## config.mk

```make
export PLATFORM = sky130hd
export DESIGN_NAME = crc_frame_rx
export DESIGN_NICKNAME = d
export VERILOG_FILES = /design/src/rtl/crc_frame_rx.sv
export SDC_FILE = /design/constraint.sdc
export NUM_CORES = 1
export LEC_CHECK = 0
export CORE_MARGIN = 1.5
export CORE_UTILIZATION = 48
export DETAILED_ROUTE_END_ITERATION = 12
export HOLD_SLACK_MARGIN = 0.08
export PLACE_DENSITY = 0.74
export SLEW_MARGIN = 20
export SYNTH_ARGS = -nofsm -noshare
export SYNTH_HDL_FRONTEND = slang
export SYNTH_SLANG_ARGS = --single-unit
export TNS_END_PERCENT = 30
```

## constraint.sdc

```tcl
create_clock -name clk -period 1.7 [get_ports clk]
set_input_delay 0.34 -clock clk [delete_from_list [all_inputs] [get_ports clk]]
set_output_delay 0.34 -clock clk [all_outputs]
set_load 0.03 [all_outputs]
```

## src/rtl/crc_frame_rx.sv

```systemverilog
// crc_frame_rx: serial receiver for 12-bit CRC frames.
//   Each frame is 8 data bits followed by 4 CRC bits, sent MSB first.
//   CRC-4 is recomputed over the data bits as they arrive. The completed
//   frame is held in a one-deep valid/ready output buffer.
// Ports:
//   clk        rising-edge clock
//   rst        asynchronous active-low reset
//   ser_in     serial data bit
//   ser_valid  ser_in carries a valid bit this cycle
//   sof        start of frame (qualified by ser_valid), marks frame bit 11
//   data_out   received data byte
//   crc_out    received CRC field
//   crc_ok     recomputed CRC equals received CRC field
//   out_valid  output buffer holds a frame
//   out_ready  consumer accepts the frame
//   busy       frame reception in progress
//   drop_cnt   saturating count of frames lost to backpressure
//
// state | meaning
// IDLE  | waiting for a bit with sof
// DATA  | shifting in data bits, CRC updating
// CRCF  | shifting in the received CRC field, CRC frozen
module crc_frame_rx #(
  parameter logic [3:0] POLY  = 4'b0101,
  parameter logic [3:0] INIT  = 4'b0000,
  parameter int         CNT_W = 8
) (
  input  logic             clk,
  input  logic             rst,
  input  logic             ser_in,
  input  logic             ser_valid,
  input  logic             sof,
  output logic [7:0]       data_out,
  output logic [3:0]       crc_out,
  output logic             crc_ok,
  output logic             out_valid,
  input  logic             out_ready,
  output logic             busy,
  output logic [CNT_W-1:0] drop_cnt
);

  typedef enum logic [1:0] {IDLE, DATA, CRCF} state_t;

  state_t           state_q;
  logic [2:0]       cnt_q;
  logic [7:0]       shift_q;
  logic [2:0]       crcf_q;   // first three CRC field bits; the fourth is ser_in
  logic [3:0]       crc_q;
  logic [7:0]       data_out_q;
  logic [3:0]       crc_out_q;
  logic             crc_ok_q;
  logic             out_valid_q;
  logic             busy_q;
  logic [CNT_W-1:0] drop_cnt_q;

  logic [3:0] crc_d;
  logic [3:0] crc_first_d;
  logic [3:0] crc_rx_d;
  logic       accept_d;

  function automatic logic [3:0] crc_step(input logic [3:0] c, input logic d);
    logic fb;
    fb = d ^ c[3];
    return {c[2:0], 1'b0} ^ (fb ? POLY : 4'b0000);
  endfunction

  always_comb begin
    crc_d       = crc_step(crc_q, ser_in);
    crc_first_d = crc_step(INIT, ser_in);
    crc_rx_d    = {crcf_q, ser_in};
    // Buffer is free if empty or being drained on this same edge.
    accept_d    = !out_valid_q || out_ready;
  end

  always_ff @(posedge clk or negedge rst) begin
    if (!rst) begin
      state_q     <= IDLE;
      cnt_q       <= 3'd0;
      shift_q     <= 8'd0;
      crcf_q      <= 3'd0;
      crc_q       <= INIT;
      data_out_q  <= 8'd0;
      crc_out_q   <= 4'd0;
      crc_ok_q    <= 1'b0;
      out_valid_q <= 1'b0;
      busy_q      <= 1'b0;
      drop_cnt_q  <= '0;
    end else begin
      if (out_valid_q && out_ready) out_valid_q <= 1'b0;

      if (ser_valid) begin
        if (sof) begin
          // sof always (re)starts a frame, discarding any partial one.
          shift_q <= {7'd0, ser_in};
          crc_q   <= crc_first_d;
          cnt_q   <= 3'd1;
          state_q <= DATA;
          busy_q  <= 1'b1;
        end else begin
          case (state_q)
            DATA: begin
              shift_q <= {shift_q[6:0], ser_in};
              crc_q   <= crc_d;
              if (cnt_q == 3'd7) begin
                cnt_q   <= 3'd0;
                state_q <= CRCF;
              end else begin
                cnt_q <= cnt_q + 3'd1;
              end
            end
            CRCF: begin
              crcf_q <= crc_rx_d[2:0];
              if (cnt_q == 3'd3) begin
                cnt_q   <= 3'd0;
                state_q <= IDLE;
                busy_q  <= 1'b0;
                crc_q   <= INIT;
                if (accept_d) begin
                  data_out_q  <= shift_q;
                  crc_out_q   <= crc_rx_d;
                  crc_ok_q    <= (crc_q == crc_rx_d);
                  out_valid_q <= 1'b1;
                end else if (drop_cnt_q != {CNT_W{1'b1}}) begin
                  drop_cnt_q <= drop_cnt_q + 1'b1;
                end
              end else begin
                cnt_q <= cnt_q + 3'd1;
              end
            end
            default: ;
          endcase
        end
      end
    end
  end

  assign data_out  = data_out_q;
  assign crc_out   = crc_out_q;
  assign crc_ok    = crc_ok_q;
  assign out_valid = out_valid_q;
  assign busy      = busy_q;
  assign drop_cnt  = drop_cnt_q;

endmodule

```

==> metrics.md <==
| Metric | Value |
|---|---|
| Pleak | `0.00130 uW` |
| I/O pin count | `29` |
| Critical Path End | `out_valid` |
| Initial antenna violation count | `0` |
| Filler cells | `345` |
| Internal | `1950 uW` |
| Seq cells post-synth | `43` |
| Worst path depth | `1` |
| Ys flop type | `dfrtp_1` |
| Fin crit share | `97.7%` |
| Clock power frac | `27.0%` |
| First-pass GRT wire length | `6760 um` |
| Synth unique cells | `37` |
| Sequential area share after synthesis | `52.3%` |
| Critical path class | `flop to output pin` |
| 1st-iter DRT viols | `108` |
| Worst slew margin | `69.2%` |
| Pre-CTS setup slack | `-0.176 ns` |
| Max-cap viol count | `0` |
| Critical path cell sequence | `clkdlybuf4s50_1` |
| CTS tree | `built` |
| Cell count after synthesis | `190` |
| Die extent in x | `68.4 um` |
| Sw power | `863 uW` |
| Adder-Cell Fraction of Synth Area | `3.65%` |
| Total routed wirelength | `3960 um` |
| Synthesis-to-finish area growth | `26.4%` |
| VDD IR-drop max | `805 uV` |
| Seq pwr share | `46.3%` |
| Switching portion of total power | `30.7%` |
| Status | `complete, no violations` |
| Post-DP HPWL | `2840 um` |
| Critical path peak fanout | `2` |
| Slowest CP cell | `clkdlybuf4s50_1` |
| Via Count | `1528` |
| Largest net degree at the start of global routing | `26` |
| Final Max Tran Viols | `0` |
| Worst reg2reg path endpoint | `crc_q[3]$_DFFE_PN0P_` |
| Number of port buffers | `28` |
| Gate power share | `26.7%` |
| Worst-Margin Slew | `0.462 ns` |
| Reg2Reg Depth | `7` |
| CP startpoint kind | `flop` |
| Crit path max-delay family | `buffers and inverters` |
| CP Launch Point | `out_valid$_DFF_PN0_` |
| Critical Path AT | `1.32 ns` |
| Num rows | `23` |
| Syn Area/Cell | `10.8 um^2` |
| H-tree depth | `2` |
| Clk Latency, worst-skew pair | `0.29 ns` |
| GR Util All Layers | `19.5%` |
| RSZ-0062 raised after global routing | `true` |
| WHS | `0.479 ns` |
| Gr ovfl total | `0` |
| Final Cell Area | `0.00260 mm^2` |
| Minimum clock period | `1.66 ns` |
| Placed Area | `0.00248 mm^2` |
| Die Area | `0.00468 mm^2` |
| Synth warnings | `0` |
| Worst min path class | `flop to flop` |
| Post-Synth Simple-Gate Area | `13.3%` |
| Initial Util | `50.7%` |
| Buf/Inv on CP | `1` |
| DR DRC count | `0` |
| Peak Freq | `602 MHz` |
| Placer Congestion | `0.790` |
| Vias in the first global route | `1466` |
| Bufs on Longest Clock Path | `2` |
| PwrDens | `1080 mW/mm^2` |
| FF-to-FF setup slack | `0.09 ns` |
| Die height | `68.4 um` |
| Share of layout cells above drive strength 1 | `15.8%` |
| Clock sink total | `43` |
| N_diodes | `0` |
| CP required | `1.36 ns` |
| Drt via density | `5.50` |
| Worst setup EP type | `output pin` |
| Root Driver | `clkbuf_8` |
| Synth Area in XOR/XNOR | `5.11%` |
| Layout net count | `240` |
| Final setup margin | `0.0386 ns` |
| Post-synthesis compound-gate area fraction | `15.0%` |
| Clock transition at path regs | `0.07 ns` |
| Final Util | `64.0%` |
| Total power | `2810 uW` |
| RR Startpoint | `cnt_q[1]$_DFFE_PN0P_` |
| Synth Cell Area | `0.00206 mm^2` |
| Final setup violating endpoints | `0` |
| Final hold vios | `0` |
| Mux contribution to synthesized area | `6.21%` |
| DR WL/cell | `14.3 um` |
| Final Skew | `0.00393 ns` |
| Detailed Routing Iterations Pass 1 | `4` |
| Main combinational cell family by area after synthesis | `compound AO/OA/AOI/OAI gates` |
| Post-synth EDFFs | `0` |
| Antenna-violating nets left | `0` |
| Asr flop ratio synth | `100%` |
| Core area | `0.00406 mm^2` |
| TritonCTS buffer count | `5` |
| Max incr delay on CP | `0.67 ns` |
| Syn Nets | `202` |
==> power groups by stage <==
| stage | clock (uW) | combinational (uW) | sequential [uW] |
|---|---|---|---|
| 2_1_floorplan | 0 | 536 | 1280 |
| 3_3_place_gp | 0 | 713 | 1310 |
| 3_5_place_dp | 0 | 739 | 1320 |
| 4_1_cts | 777 | 751 | 1300 |
| 5_1_grt | 811 | 848 | 1320 |
| 6_report | 758 | 751 | 1300 |
==> synth_stat cells (2+ instances only) <==
| cell | n | area share (%) |
|---|---|---|
| dfrtp_1 | 43 | 52 |
| ha_1 | 6 | 3.7 |
| o21ai_0 | 15 | 3.7 |
| nor2_1 | 3 | 0.55 |
| clkbuf_1 | 6 | 1.1 |
| nor2b_1 | 3 | 0.91 |
| nand4_1 | 3 | 0.91 |
| inv_1 | 10 | 1.8 |
| mux2_2 | 6 | 3.3 |
| xnor2_1 | 9 | 3.8 |
| nand2b_1 | 3 | 0.91 |
| nand2_1 | 28 | 5.1 |
| a21o_1 | 2 | 0.73 |
| buf_2 | 3 | 0.73 |
| nand3_1 | 3 | 0.73 |
| mux2_4 | 4 | 2.9 |
| a22oi_1 | 8 | 2.9 |
| buf_4 | 2 | 0.73 |
| o22a_1 | 3 | 1.3 |
| xor2_1 | 3 | 1.3 |
| o22ai_1 | 11 | 3.3 |
==> registers in the layout (all words and copies together) (netlist names) <==
signal	count
crcf_q	3
state_q	2
drop_cnt	8
shift_q	8
crc_q	4
out_valid	1
crc_out	4
cnt_q	3
busy	1
crc_ok	1
data_out	8
==> metal layers <==
metal | track usage, % | up-vias | part of all wire, %
li1 | - | 747 | -
met1 | 27.0 | 744 | 48
met2 | 29.3 | 30 | 46
met3 | 4.11 | 7 | 3.7
met4 | 8.75 | 0 | 2.0
met5 | 0 | - | 0
==> cells by family (layout without fill, tap and decap cells) <==
family          count (synthesis)  in the layout
flops                          43             43
xor+xnor                       12             12
fa+ha+maj                       6              6
buf+inv                        21             59
simple gates                   53             53
mux                            10             10
compound gates                 45             45
==> timing repair <==
| action | 4_1_cts | 5_1_grt |
|---|---|---|
| hold endpoints to repair | 18 | 0 |
| buffers inserted | 0 | 0 |
| hold buffers | 1 | 0 |
| resized for setup | 8 | 7 |
| setup endpoints to repair | 8 | 16 |
==> how the worst min path moves through the flow <==
stage | start | to | depth (start not counted)
floorplan | rst | busy$_DFFE_PN0P_ | 0
finish | busy$_DFFE_PN0P_ | busy$_DFFE_PN0P_ | 2
global placement | rst | busy$_DFFE_PN0P_ | 1
CTS | busy$_DFFE_PN0P_ | busy$_DFFE_PN0P_ | 2
detailed placement | rst | busy$_DFFE_PN0P_ | 1
global route | busy$_DFFE_PN0P_ | busy$_DFFE_PN0P_ | 2
==> placed cells by master (no fill, tap or decap), types with 2 or more instances in the layout <==
master	count
a21o_1	2
a22oi_1	8
buf_12	3
buf_4	9
clkbuf_8	5
clkdlybuf4s50_1	14
dfrtp_1	42
dlygate4sd2_1	8
dlymetal6s2s_1	5
ha_1	5
inv_1	10
mux2_2	6
mux2_4	4
nand2_1	28
nand2b_1	3
nand3_1	3
nand4_1	3
nor2_1	3
nor2b_1	3
o21ai_0	15
o22a_1	3
o22ai_1	11
xnor2_1	9
xor2_1	3
==> layout make-up <==
class / instances / area, um^2 / share of cell area (%)
Clock buffer: 6 / 72.6 / 2.79
Tap cell: 50 / 62.6 / 2.41
Timing Repair Buffer: 42 / 427 / 16.4
Multi-Input combinational cell: 126 / 892 / 34.3
Clock inverter: 1 / 30.0 / 1.16
Sequential cell: 43 / 1080 / 41.5
Inverter: 10 / 37.5 / 1.44
==> through the flow <==
| step | TNS (ns) | std cells |
|---|---|---|
| floorplan | 0 | 190 |
| global placement | -1.87 | 270 |
| detailed placement | -2.69 | 270 |
| CTS | 0 | 278 |
| global route | -0.0173 | 278 |
| finish | 0 | 278 |
No activity file was read; power rests on OpenSTA's default activity.
==> variant: new RTL, same flow settings <==
Reset style: synchronous (`rst`), changed in one clocked block. Comments in the files are not updated.
--- a/src/rtl/crc_frame_rx.sv
+++ b/src/rtl/crc_frame_rx.sv
@@ -73,5 +73,5 @@
   end
 
-  always_ff @(posedge clk or negedge rst) begin
+  always_ff @(posedge clk) begin
     if (!rst) begin
       state_q     <= IDLE;
Check against the original RTL: differs if rst is asserted again (counterexample within 4 cycles, from zero or initial values and one cycle with rst low); with rst held inactive, the same outputs for 10 cycles.
==> variant against the original RTL <==
- setup slack better by 0.00053 ns
- synthesized cell count up 6.8%
- synthesized area fell by 8.0%
- design area decreased by 6.4%
- count of clock-buffer cells in the layout down 1
- wire length is 6.3% lower
- cell count is 4.3% higher
- sequential cell count stayed put
- hold slack got worse by 0.0086 ns
- critical endpoint is now crc_out[0]
- largest cell class is now multi-input combinational cells
Power is not compared: it rests on default switching activity, and its combinational part moved more than twofold at a synthesized area within 25%.
==> variant: results (changes against the original RTL) <==
| Metric | Value |
|---|---|
| Crit path max-delay family | `simple AND/OR/NAND/NOR gates` |
| GRT Total Usage | `0.190 (-0.00532)` |
| Dpl hpwl | `2590 µm (-8.8%)` |
| Drt first pass iters | `4 (unchanged)` |
| Clock Tree Buf Depth | `2 (unchanged)` |
| Diode count | `0 (unchanged)` |
| Via-to-Cell Ratio | `5.42 (-1.4%)` |
| R2r worst-path depth | `7 (unchanged)` |
| Largest net degree at the start of global routing | `22 (-15%)` |
| Clock skew | `0.00972 ns (+0.00579 ns)` |
| Placed cells | `282 (+4.4%)` |
| WP data arrival | `1.86 ns (+0.54 ns)` |
| Vias in the first global route | `1394 (-4.9%)` |
| Gr ovfl total | `0 (unchanged)` |
| Cts hold-fix bufs | `0 (-1)` |
| # fillers | `332 (-3.8%)` |
| Global-route wire length before repair | `6270 µm (-7.2%)` |
| Commonest cells in the netlist | `dfxtp_1 (43), nor2_1 (32), mux2i_1 (18)` |
| IO buf count | `28 (unchanged)` |
| R2r endpoint | `crc_out[0]` |
| Post-synth cell types | `39 (+5.4%)` |
| RR Startpoint | `cnt_q[1]` |
| Pre-CTS WS | `-0.263 ns (-0.0867 ns)` |
| Fraction of registers with async set/reset | `0 (-1.00)` |
| Reg clk slew, reported paths | `0.09 ns (+0.02 ns)` |
| Slowest CP cell | `dfxtp_2` |
| Critical path peak fanout | `13 (+11)` |
| RD Place Congestion | `0.807 (+2.2%)` |
| Final wirelength | `3710 µm (-6.3%)` |
| Reg2reg setup slack | `0.04 ns (-0.05 ns)` |
| Status | `complete, no violations` |
| Synth top area cells | `dfxtp_1 (46%), mux2i_1 (9.5%), nor2_1 (6.3%)` |
| DRT iter0 DRCs | `139 (+29%)` |
| Critical path type | `flop to flop` |
| Seq/Total Area, Yosys | `0.455 (-0.0684)` |
| Post-Synthesis Cells | `203 (+6.8%)` |
| TritonCTS Buffers | `5 (unchanged)` |
| HP Class | `flop to flop` |
| Drt wl/cell | `12.8 µm (-10%)` |
| Clk_lat worst skew | `0.31 ns (+0.02 ns)` |
| VDD IR-drop max | `0.000572 V` |
| Main synth FF type | `dfxtp_1` |
| Layout cell share with drive strength beyond 1 | `0.140 (-0.0174)` |
| Net Sw Frac | `0.252` |
| Root Buffer | `clkbuf_8` |
| Measured slew at the worst slew-check pin | `0.364 ns (-0.0989 ns)` |
| Initial antenna violation count | `0 (unchanged)` |
| Post-Syn Nets | `215 (+6.4%)` |
| Synth Warn # | `0 (unchanged)` |
| P_leak | `0.998 nW` |
| H-tree depth | `2 (unchanged)` |
| Max stage delay on crit path | `0.37 ns (-0.30 ns)` |
| Layout Nets | `253 (+5.4%)` |
==> variant: cell types whose count changed in the layout (fill, tap and decap cells not counted), moves of 7 or more <==
cell | unedited run | this run
xnor2_1 | 9 | 0
o22ai_1 | 11 | 0
nor2_1 | 3 | 32
o21ai_0 | 15 | 8
dfrtp_1 | 42 | 0
mux2i_1 | 0 | 18
a21oi_1 | 1 | 15
dfxtp_1 | 0 | 41
nand2_1 | 28 | 10
==> variant: final cells by class <==
| class | count | area [µm²] | share of cell area |
|---|---|---|---|
| Multi-Input combinational cell | 141 | 970 | 0.399 |
| Sequential cell | 43 | 863 | 0.355 |
| Tap cell | 48 | 60.1 | 0.0247 |
| Timing Repair Buffer | 44 | 424 | 0.174 |
| Inverter | 6 | 22.5 | 0.00926 |
| Clock inverter | 3 | 23.8 | 0.00977 |
| Clock buffer | 5 | 68.8 | 0.0283 |
==> variant: cell families (layout without fill, tap and decap cells) <==
logic type	Yosys count	count (layout)	synth area share
and+or+nand+nor	67	67	0.176
AOI/OAI and AO/OA	43	43	0.151
DFF	43	43	0.455
muxes	19	19	0.101
buffers and inverters	19	58	0.0489
adders and majority gates	6	6	0.0397
xor gates and xnor gates	6	6	0.0278
==> variant: worst min path at each step <==
| stage | start | end | slack (ns) | cells after the start |
|---|---|---|---|---|
| floorplan | cnt_q[1] | cnt_q[1] | 0.45 | 2 |
| global placement | busy | busy | 0.45 | 2 |
| detailed placement | busy | busy | 0.45 | 2 |
| CTS | busy | busy | 0.47 | 2 |
| global route | busy | busy | 0.50 | 2 |
| finish | busy | busy | 0.47 | 2 |
==> variant: timing repair <==
action | CTS | global route
setup endpoints to repair | 14 | 18
gates cloned | 0 | 0
buffers inserted | 0 | 0
resized for setup | 10 | 6
endpoints found under the hold margin | 0 | 0
pin swaps | 0 | 2
==> variant: per-stage QoR <==
step                      cell area, µm²  TNS, ns   util
after floorplan                     1930        0      -
after global placement              2330    -3.51  0.628
after detailed placement            2330    -3.82  0.628
after CTS                           2420        0  0.651
after global routing                2430   -0.215  0.655
final                               2430        0  0.655
==> variant: power by group through the flow <==
| stage | Combinational (W) | Clock [W] | Sequential [W] |
|---|---|---|---|
| finish | 0.000120 | 0.000681 | 0.00103 |
| global route | 0.000133 | 0.000726 | 0.00103 |
| CTS | 0.000120 | 0.000693 | 0.00103 |
| detailed placement | 0.000120 | 0 | 0.00105 |
| global placement | 0.000118 | 0 | 0.00105 |
| floorplan | 0.0000659 | 0 | 0.00105 |
==> variant: routing by layer <==
metal	vias to the layer above	wire, µm	track usage
met3	6	150	0.0409
li1	797	-	-
met4	0	66	0.0781
met5	-	0	0
met2	36	1760	0.307
met1	733	1740	0.245
